[src/rtl/csr_trap_ctrl.sv]
// Machine-mode trap entry / mret sequencer driving a single-port CSR file.
// Latency: trap redirect on cycle 6 after acceptance (7 with CSR_TRAP_MTVAL_EN), mret redirect on cycle 4.
// Backpressure: stall_i[3] freezes the sequencer and suppresses CSR writes and redirect pulses.
// Optional feature macro: CSR_TRAP_MTVAL_EN adds a WR_MTVAL step (mtval <= 0) to the trap path.
module csr_trap_ctrl (
   input  logic        clk,
   input  logic        rst,
   input  logic [5:0]  stall_i,
   output logic        stallreq_o,
   input  logic        ecall_i,
   input  logic        mret_i,
   input  logic [63:0] inst_pc_i,
   output logic        csr_re_o,
   output logic [11:0] csr_raddr_o,
   input  logic [63:0] csr_rdata_i,
   output logic        csr_we_o,
   output logic [11:0] csr_waddr_o,
   output logic [63:0] csr_wdata_o,
   output logic        redirect_valid_o,
   output logic [63:0] redirect_pc_o,
   output logic        busy_o
);

   localparam logic [11:0] ADDR_MSTATUS = 12'h300;
   localparam logic [11:0] ADDR_MTVEC   = 12'h305;
   localparam logic [11:0] ADDR_MEPC    = 12'h341;
   localparam logic [11:0] ADDR_MCAUSE  = 12'h342;
   localparam logic [11:0] ADDR_MTVAL   = 12'h343;
   localparam logic [63:0] CAUSE_ECALL_M = 64'd11;

   typedef enum logic [3:0] {
      S_IDLE       = 4'd0,
      S_RD_MSTATUS = 4'd1,
      S_WR_MEPC    = 4'd2,
      S_WR_MCAUSE  = 4'd3,
      S_WR_MTVAL   = 4'd4,
      S_WR_MSTATUS = 4'd5,
      S_RD_MTVEC   = 4'd6,
      S_RD_MEPC    = 4'd7,
      S_REDIRECT   = 4'd8
   } state_t;

   typedef enum logic {
      K_TRAP = 1'b0,
      K_RET  = 1'b1
   } kind_t;

   state_t      state_q, state_d;
   kind_t       kind_q, kind_d;
   logic [63:0] pc_q, pc_d;
   logic [63:0] mstatus_q, mstatus_d;
   logic [63:0] target_q, target_d;

   logic        adv;
   logic        req;
   logic [63:0] mstatus_new;

   logic        stallreq_c;
   logic        re_c;
   logic [11:0] raddr_c;
   logic        we_c;
   logic [11:0] waddr_c;
   logic [63:0] wdata_c;
   logic        rvld_c;
   logic [63:0] rpc_c;

   // Only the memory-stage stall bit matters to this block.
   logic unused_stall;
   assign unused_stall = ^{stall_i[5:4], stall_i[2:0]};

   assign adv = ~stall_i[3];
   assign req = ecall_i | mret_i;

   // Updated mstatus image: trap pushes MIE into MPIE, return pops MPIE into MIE; MPP is always M.
   always_comb begin
      mstatus_new = mstatus_q;
      if (kind_q == K_TRAP) begin
         mstatus_new[7] = mstatus_q[3];
         mstatus_new[3] = 1'b0;
      end else begin
         mstatus_new[3] = mstatus_q[7];
         mstatus_new[7] = 1'b1;
      end
      mstatus_new[12:11] = 2'b11;
   end

   // Next-state and per-state CSR port / redirect drive; every step advances only when unstalled.
   always_comb begin
      state_d    = state_q;
      kind_d     = kind_q;
      pc_d       = pc_q;
      mstatus_d  = mstatus_q;
      target_d   = target_q;
      stallreq_c = 1'b0;
      re_c       = 1'b0;
      raddr_c    = '0;
      we_c       = 1'b0;
      waddr_c    = '0;
      wdata_c    = '0;
      rvld_c     = 1'b0;
      rpc_c      = '0;

      case (state_q)
         S_IDLE: begin
            if (req && adv) begin
               stallreq_c = 1'b1;
               state_d    = S_RD_MSTATUS;
               if (ecall_i) begin
                  kind_d = K_TRAP;
                  pc_d   = inst_pc_i;
               end else begin
                  kind_d = K_RET;
               end
            end
         end

         S_RD_MSTATUS: begin
            stallreq_c = 1'b1;
            re_c       = 1'b1;
            raddr_c    = ADDR_MSTATUS;
            if (adv) begin
               mstatus_d = csr_rdata_i;
               state_d   = (kind_q == K_TRAP) ? S_WR_MEPC : S_WR_MSTATUS;
            end
         end

         S_WR_MEPC: begin
            stallreq_c = 1'b1;
            if (adv) begin
               we_c    = 1'b1;
               waddr_c = ADDR_MEPC;
               wdata_c = pc_q;
               state_d = S_WR_MCAUSE;
            end
         end

         S_WR_MCAUSE: begin
            stallreq_c = 1'b1;
            if (adv) begin
               we_c    = 1'b1;
               waddr_c = ADDR_MCAUSE;
               wdata_c = CAUSE_ECALL_M;
`ifdef CSR_TRAP_MTVAL_EN
               state_d = S_WR_MTVAL;
`else
               state_d = S_WR_MSTATUS;
`endif
            end
         end

         S_WR_MTVAL: begin
`ifdef CSR_TRAP_MTVAL_EN
            stallreq_c = 1'b1;
            if (adv) begin
               we_c    = 1'b1;
               waddr_c = ADDR_MTVAL;
               wdata_c = '0;
               state_d = S_WR_MSTATUS;
            end
`else
            // Unreachable without the mtval step; recover quietly without writing.
            state_d = S_IDLE;
`endif
         end

         S_WR_MSTATUS: begin
            stallreq_c = 1'b1;
            if (adv) begin
               we_c    = 1'b1;
               waddr_c = ADDR_MSTATUS;
               wdata_c = mstatus_new;
               state_d = (kind_q == K_TRAP) ? S_RD_MTVEC : S_RD_MEPC;
            end
         end

         S_RD_MTVEC: begin
            stallreq_c = 1'b1;
            re_c       = 1'b1;
            raddr_c    = ADDR_MTVEC;
            if (adv) begin
               // Direct mode only: the mode field is dropped from the vector.
               target_d = {csr_rdata_i[63:2], 2'b00};
               state_d  = S_REDIRECT;
            end
         end

         S_RD_MEPC: begin
            stallreq_c = 1'b1;
            re_c       = 1'b1;
            raddr_c    = ADDR_MEPC;
            if (adv) begin
               target_d = csr_rdata_i;
               state_d  = S_REDIRECT;
            end
         end

         S_REDIRECT: begin
            if (adv) begin
               rvld_c  = 1'b1;
               rpc_c   = target_q;
               state_d = S_IDLE;
            end
         end

         default: begin
            state_d = S_IDLE;
         end
      endcase
   end

   // State and captured operands; synchronous reset abandons any sequence in flight.
   always_ff @(posedge clk) begin
      if (rst) begin
         state_q   <= S_IDLE;
         kind_q    <= K_TRAP;
         pc_q      <= '0;
         mstatus_q <= '0;
         target_q  <= '0;
      end else begin
         state_q   <= state_d;
         kind_q    <= kind_d;
         pc_q      <= pc_d;
         mstatus_q <= mstatus_d;
         target_q  <= target_d;
      end
   end

   // Outputs are forced quiet while reset is held, so an aborted sequence cannot leak a write or redirect.
   assign stallreq_o       = stallreq_c & ~rst;
   assign busy_o           = (state_q != S_IDLE) & ~rst;
   assign csr_re_o         = re_c & ~rst;
   assign csr_raddr_o      = rst ? 12'd0 : raddr_c;
   assign csr_we_o         = we_c & ~rst;
   assign csr_waddr_o      = rst ? 12'd0 : waddr_c;
   assign csr_wdata_o      = rst ? 64'd0 : wdata_c;
   assign redirect_valid_o = rvld_c & ~rst;
   assign redirect_pc_o    = rst ? 64'd0 : rpc_c;

endmodule
[config.mk]
export PLATFORM = sky130hd
export DESIGN_NAME = csr_trap_ctrl
export DESIGN_NICKNAME = d
export VERILOG_FILES = /design/src/rtl/csr_trap_ctrl.sv
export SDC_FILE = /design/constraint.sdc
export NUM_CORES = 1
export LEC_CHECK = 0
export BUFFER_PORTS_ARGS = -buffer_cell sky130_fd_sc_hd__buf_4
export CAP_MARGIN = 20
export CORE_MARGIN = 2
export CORE_UTILIZATION = 54
export DETAILED_ROUTE_END_ITERATION = 10
export GPL_TIMING_DRIVEN = 0
export PLACE_DENSITY_LB_ADDON = 0.15
export SYNTH_ARGS = -nofsm -noshare
export SYNTH_HDL_FRONTEND = slang
export SYNTH_SLANG_ARGS = --single-unit
export TNS_END_PERCENT = 1
[constraint.sdc]
create_clock -name clk -period 4.2 [get_ports clk]
set_input_delay 0.42 -clock clk [delete_from_list [all_inputs] [get_ports clk]]
set_output_delay 0.42 -clock clk [all_outputs]
set_load 0.1 [all_outputs]
### Word level (Yosys, flattened, before mapping)

Cells that the tools add are included.

* add/subtract/negate cells: 0
* $mul: 0
* div/mod/pow operators: 0
* order comparisons: 0
* eq/ne operators: 16
* shifts and indexed selects: 0
* mux-type cells: 37
* bitwise operators: 8
* reduce and logical (&&, ||, !) cells: 13

Operators by type and width (count)
* 64-bit two-way mux: 8
* 64-bit one-hot mux with 3 select lines: 1
* 64-bit one-hot mux with 2 select lines: 1
* 10-bit one-hot mux with 3 select lines: 2
* 4-bit two-way mux: 8
* 10-bit two-way mux: 3
* 4-bit one-hot mux with 7 select lines: 1
* 12-bit two-way mux: 2
* 2-bit != test, second input constant: 9
* 4-bit by 3-bit equality test with 1-bit output, second input constant: 3
* 1-bit two-way mux: 9
* 4-bit by 2-bit equality test with 1-bit output, second input constant: 2
* 7-bit AND reduction: 1
* 3-bit AND reduction: 2
* 3-bit OR reduction: 2
* 6-bit OR reduction: 1
* 1-bit AND: 5
* 4-bit by 1-bit equality test with 1-bit output, second input constant: 1
* 4-bit equality test, second input constant: 1
* 4-bit zero test: 1
* 2-bit AND reduction: 2
* 4-bit nonzero test: 1
* 3-bit two-way mux: 1
* 1-bit NOT: 2
* 5 further kinds: 5

* bits in registers: 197
* latch bits: 0
* memory bits (writable): 0
* ROM bits: 0
* input port bits: 138
* output and inout bits: 157
* memories kept: 0

### Logic depth before layout (Yosys ltp)

Gate-level depths: netlist of run 1.

* depth after elaboration: 5
* gate-level depth with buffers: 8
* mapped depth without buffers: 4

### Worst setup path after synthesis of run 1

OpenSTA, ideal clock, no wires.

* path kind: flip-flop to output port
* start: reg state_q[3]
* end: out csr_waddr_o[1]
* arrival: 3051 ps
* required time: 3780 ps
* setup slack: 729 ps
* stages on the path, launching flop included: 6
* cells stage by stage: dfxtp_1 -> buf_2 -> nor3_2 -> nand2_1 -> nor2_1 -> and2_1

* cells in the longest elaborated chain, start to end: 3

RTL lines
* start, declared: RTL line 48 `state_t state_q, state_d;`
* start signal, assigned: RTL line 220 `state_q <= state_d;`
* 4-bit by 3-bit equality test with 1-bit output or 4-bit by 2-bit equality test with 1-bit output (tied branches): RTL line 103 `case (state_q)`
* 10-bit one-hot mux with 3 select lines *: RTL line 103
* 12-bit two-way mux *: RTL line 234 `assign csr_waddr_o = rst ? 12'd0 : waddr_c;`
* end, declared: RTL line 17 `output logic [11:0] csr_waddr_o,`

Every way passes the cells marked *; elsewhere a longest branch is shown, timed or not.

### Worst setup path in the final report of run 1

* start: reg state_q[0]
* end: out redirect_pc_o[47]

* cells in the longest elaborated chain, start to end: 3

RTL lines
* 4-bit equality test: RTL line 103
* 64-bit two-way mux: RTL line 103
* 64-bit two-way mux: RTL line 237 `assign redirect_pc_o = rst ? 64'd0 : rpc_c;`
* end, declared: RTL line 20 `output logic [63:0] redirect_pc_o,`

Every way passes these cells.

==> results of run 1 <==
==> worst reg2reg max path, stage by stage, from the launching register on <==
cell and delay [ps]:
dfxtp_1 380, buf_2 240, nand3b_1 190, nor2_2 660, buf_2 360, nand2_1 120
a21oi_1 120
==> power groups by stage <==
stage	Clock [mW]	Combinational (mW)	Sequential (mW)
6_report	1.58	0.470	1.94
5_1_grt	1.66	0.505	1.95
4_1_cts	1.59	0.466	1.94
3_5_place_dp	0	0.464	1.98
3_3_place_gp	0	0.460	1.98
2_1_floorplan	0	0.286	1.97
==> kinds of logic after synthesis <==
| logic type | Yosys count |
|---|---|
| DFF | 195 |
| and+or+nand+nor | 553 |
| other | 1 |
| AOI/OAI and AO/OA | 272 |
| muxes | 1 |
| buffers and inverters | 113 |
==> how the worst min path moves through the flow <==
| stage | endpoint | cells past startpoint |
|---|---|---|
| detailed placement | target_q[23] | 2 |
| CTS | target_q[11] | 3 |
| floorplan | target_q[0] | 2 |
| global route | target_q[12] | 3 |
| finish | target_q[11] | 3 |
| global placement | target_q[0] | 2 |
==> registers in the layout (all words and copies together) (netlist names) <==
name and flops:
pc_q 64, target_q 64, mstatus_q 62, kind_q 1, state_q 4
==> cell type report <==
| cell class | count | share of cell area (%) |
|---|---|---|
| inverters | 1 | 0.0334 |
| plain buffers | 112 | 4.87 |
| clock buffers | 24 | 4.29 |
| flip-flops and latches | 195 | 34.8 |
| well taps | 188 | 2.09 |
| multi-input cells | 840 | 35.0 |
| repair buffers | 274 | 18.3 |
| clock inverters | 5 | 0.691 |
==> synthesized netlist by cell type <==
master	n	area, um2
o31a_1	1	8.76
nor2_2	2	12.5
a31oi_1	1	6.26
o311a_1	1	10.0
a22oi_1	58	435
o31ai_1	1	7.51
nand3b_1	3	22.5
clkbuf_1	50	188
and2_1	68	425
nor3_1	6	30.0
clkbuf_2	1	5.00
nor2b_1	2	12.5
a21oi_1	199	996
nor3_2	1	10.0
nand2_1	388	1460
buf_2	34	170
o21ai_1	1	5.00
dfxtp_1	195	3900
o21ai_0	8	40.0
mux2i_1	1	10.0
nand2b_1	3	18.8
or2_2	1	6.26
conb_1	1	3.75
nand3_1	7	35.0
nor2_1	68	255
buf_4	22	165
o211ai_1	1	7.51
inv_2	1	3.75
o311ai_0	1	8.76
nor4_4	2	42.5
and3_1	1	6.26
buf_1	5	18.8
or3_1	1	6.26
==> layout by cell type, fill, tap and decap left out, types with 2 or more instances in the layout <==
cell	n
nor4_4	2
and2_1	68
a21oi_1	199
nand2b_1	3
a22oi_1	58
bufinv_16	2
nor2_1	68
o21ai_0	8
clkinv_2	2
clkbuf_8	3
clkbuf_1	54
buf_4	296
clkbuf_16	17
nand3_1	7
nand3b_1	3
buf_1	5
nand2_1	388
dfxtp_1	195
nor3_1	6
conb_1	14
buf_2	34
nor2_2	2
nor2b_1	2
==> layer usage <==
metal  up-vias  wire (um)
met3        67       1920
met1      3964      10700
met5         -          0
met2       371      12300
li1       4280          -
met4         0        912
==> results.yml, run 1 <==
placement:
  hpwl_mm: 19.1
  place.gp.congestion: 0.901
  dpl.cell_count: 1610
  io_buffers: 274
  pre_cts_slack_ps: 1380
  place_area_mm2: 0.0107
worst_setup_path:
  rr_startpoint: "state_q[1]"
  crit_fanout: 10
  critPathCaptureType: "output port"
  worst-path-buf-inv: 4
  worst-r2r-cell-count: 6
  cp_top_family: "buffers and inverters"
  critPathSlowestCell: "clkbuf_2"
  cp.required_ps: 3780
  crit_arrival_ps: 2890
  worstSetupStartpoint: "state_q[0]"
  criticalPathCategory: "register to output port"
  start_kind: "register"
  crit_path_end: "redirect_pc_o[47]"
  crit_chain: "buf_2, nor2_2, nand2_1, nor3_1, clkbuf_2, clkbuf_1, and2_1, buf_4"
  rrSetupSlack_ps: 2060
  r2r_end: "target_q[43]"
  worst-path-stages: 8
  cpPeakStageDelay_ps: 430
final_layout:
  finalNetCount: 1579
  drive_gt1_share_pct: 25.0
  multiInputGateArea_mm2: 0.00393
  fin_area_mm2: 0.0112
  diodes: 0
  fin_util_pct: 74.2
  area_growth_pct: 34.8
  instances_no_fill: 1639
  n_fill_cell: 1275
  seq_area_mm2: 0.00390
yosys:
  synth_cells: 1135
  synth_compound_area_share_pct: 18.3
  synth_top_family_by_area: "simple AND/OR/NAND/NOR gates"
  synth-simple-area-share_pct: 28.1
  yosysSeqAreaShare_pct: 46.8
  yosys.area_share.xor_xnor_pct: 0
  syn_area_mm2: 0.00833
  yosysWarningCount: 0
  synth_fa_ha_area_share_pct: 0
  ys_ff_latch: 195
  yosys-mux-area-fraction_pct: 0.120
  synth.avg_cell_area_um2: 7.34
  synth_cell_types: 33
timing:
  timing.slew.headroom_pct: 47.1
  finalCritPeriodShare_pct: 78.9
  rsz0062_at_grt: "no"
  finalMaxSlewViolations: 0
  whs_ps: 234
  worst_slack_ps: 885
  max_freq_ghz: 0.302
  skew_ps: 6.54
  setup_viol: 0
  fin_crit_ps: 3310
  worst_slew_pin_slew_ps: 792
  tns_ps: 0
  final-hold-violation-count: 0
clocking:
  htreeDepth: 4
  cts_buffers: 17
  cts_hold_buf: 0
  clk_path_buf_depth: 2
  path_clk_slew_ps: 60
  cts_resized: 0
  clk_latency_ps: 430
  cts_tree: "done"
  cts_setup_buffers: 0
  cts_root_buffer: "clkbuf_16"
  cts_sinks: 195
floorplan:
  die-area_mm2: 0.0164
  die_x_um: 128
  dieHeight_um: 128
  num_rows: 45
  start_util_pct: 55.0
  core_region_area_mm2: 0.0151
  ios: 295
global_routing:
  grt_use_met3_pct: 5.76
  grt_start_max_net_pins: 17
  grtUsageMet1_pct: 37.6
  grt_usage_pct: 30.1
  grt_pass1_wl_mm: 38.8
  grt-busiest-layer: "met2"
  use_met2_pct: 50.3
  antenna_found_initial: 0
  overflow: 0
  grt_pass1_vias: 7910
routing:
  ant_nets: 0
  drt_iter0_drc: 683
  vias_per_cell: 5.30
  routed_wirelength_mm: 25.8
  avgRoutedWirePerCell_um: 15.7
  drc: 0
  drtPass1Iterations: 5
  vias: 8682
pwr:
  intPower_mw: 2.99
  combPwrFrac_pct: 11.8
  power_frac_clock_pct: 39.5
  p_total_mw: 3.99
  p_sw_share_pct: 25.1
  p_leak_nw: 4.45
  p_seq_share_pct: 48.7
  peakVddDrop_mv: 0.285
  powerDensity_mw_per_mm2: 356
  power_switching_mw: 1.00
flow_run:
  drv_cap: 0
min_path:
  min_from: "csr_rdata_i[11]"
  hp-class: "input pin to register"
status:
  status: "finished clean"
Note: power is estimated with default switching activity, not from simulation.
==> run 2, diff against run 1 <==
Settings changed: CORE_UTILIZATION 54 to 50.
Clock period 4.2 ns to 3.5 ns, I/O delays scaled along.
==> run 2 against run 1 <==
Net effect:
- non-clock buffer count unchanged
- first-iteration DRC count decreased by 14%
- register-to-register slack lost 750 ps
- utilization is 5.3 points lower
- critical path type unchanged
- global-route usage shrank 1.2 points
- count of clock-buffer cells in the layout is 4 lower
- clock skew up 0.97 ps
- sequential share of layout area is 0.20 points lower
- cell count grew 2.1%
- worst hold slack got worse by 66 ps
==> results.yml, run 2 (synthesis gave the netlist of run 1 again) <==
final_layout:
  reg_top3: "pc_q (64), target_q (64), mstatus_q (62)"
  finalNetCount: 1579
  multiInputGateArea_mm2: 0.00393
  area_growth_pct: 35.6
  mostFrequentLayoutCell: "nand2_1"
  fin_area_mm2: 0.0113
  n_fill_cell: 1502
  seq_area_mm2: 0.00390
  fin_util_pct: 68.9
  diodes: 0
  drive_gt1_share_pct: 25.4
  final_cell_mix: "nand2_1 (388), buf_4 (296), a21oi_1 (199), dfxtp_1 (195)"
routing:
  vias_per_cell: 5.22
  ant_nets: 0
  drt_iter0_drc: 589
  drc: 0
  routed_wirelength_mm: 26.4
  drtPass1Iterations: 5
  avgRoutedWirePerCell_um: 15.8
  vias: 8730
global_routing:
  grt_pass1_vias: 8047
  grt_start_max_net_pins: 17
  grt_usage_pct: 28.8
  antenna_found_initial: 0
  overflow: 0
  grt_pass1_wl_mm: 40.6
clocking:
  clk_latency_ps: 430
  cts_tree: "done"
  htreeDepth: 4
  cts_root_buffer: "clkbuf_16"
  clk_path_buf_depth: 2
  cts_sinks: 195
  cts_hold_buf: 0
  cts_buffers: 17
  cts_resized: 0
  path_clk_slew_ps: 70
  cts_setup_buffers: 0
floorplan:
  ios: 295
  num_rows: 47
  start_util_pct: 50.8
  die_x_um: 133
  dieHeight_um: 133
  core_region_area_mm2: 0.0164
  die-area_mm2: 0.0177
worst_setup_path:
  r2r_end: "target_q[43]"
  crit_arrival_ps: 2900
  crit_path_end: "redirect_pc_o[51]"
  worst-r2r-cell-count: 6
  worstSetupStartpoint: "state_q[0]"
  critPathCaptureType: "output port"
  rrSetupSlack_ps: 1310
  criticalPathCategory: "register to output port"
  rr_startpoint: "state_q[1]"
  cp.required_ps: 3150
  start_kind: "register"
  crit_fanout: 10
flow_run:
  drv_cap: 0
timing:
  whs_ps: 168
  max_freq_ghz: 0.308
  timing.slew.headroom_pct: 46.2
  setup_viol: 0
  fin_crit_ps: 3250
  skew_ps: 7.51
  final-hold-violation-count: 0
  finalCritPeriodShare_pct: 92.8
  tns_ps: 0
  rsz0062_at_grt: "no"
  finalMaxSlewViolations: 0
  worst_slew_pin_slew_ps: 806
min_path:
  min_from: "inst_pc_i[49]"
  whs_path_depth: 3
  hp-class: "input pin to register"
pwr:
  powerDensity_mw_per_mm2: 429
  p_total_mw: 4.85
  p_leak_nw: 4.46
  peakVddDrop_mv: 0.320
placement:
  io_buffers: 274
  hpwl_mm: 19.5
  place.gp.congestion: 0.860
  place_area_mm2: 0.0107
status:
  status: "finished clean"
==> run 2: routing by layer <==
metal | routed length, um | track usage, % | vias up | part of all wire, %
met1 | 11100 | 37.1 | 4023 | 42
met5 | 0 | 0 | - | 0
met2 | 12800 | 49.5 | 376 | 49
met4 | 578 | 9.46 | 0 | 2.2
li1 | - | - | 4292 | -
met3 | 1880 | 4.83 | 39 | 7.1
==> run 2: how the worst min path moves through the flow <==
stage          slack [ps]      endpoint
2_1_floorplan         430   target_q[0]
3_3_place_gp          430   target_q[0]
3_5_place_dp          440  target_q[53]
4_1_cts               160      pc_q[37]
5_1_grt               160      pc_q[37]
6_report              170      pc_q[49]
==> run 2: worst max-delay path, stage by stage, from the launching register on <==
cell and delay (ps):
dfxtp_1 290, buf_2 160, nor2_2 300, nand2_1 110, nor3_1 300, clkbuf_2 410, clkbuf_1 390, and2_1 210
buf_4 290
==> run 2: report_power, final <==
group          switching, mW  total, mW  internal [mW]
clock                  0.855       1.95           1.09
sequential            0.0412       2.33           2.29
combinational          0.367      0.566          0.199
total                   1.26       4.85           3.58
==> run 2: stage by stage <==
step | cells | worst slack (ps)
finish | 1674 | 253
global route | 1674 | 170
CTS | 1674 | 282
detailed placement | 1642 | 749
global placement | 1642 | 696
floorplan | 1148 | 99.0
==> run 2: area by class of cell <==
cell class | count | share of cell area (%)
Sequential cell | 195 | 34.5
Clock buffer | 20 | 4.04
Clock inverter | 12 | 1.14
Timing Repair Buffer | 274 | 18.2
Buffer | 112 | 4.84
Inverter | 1 | 0.0332
Tap cell | 220 | 2.44
Multi-Input combinational cell | 840 | 34.8
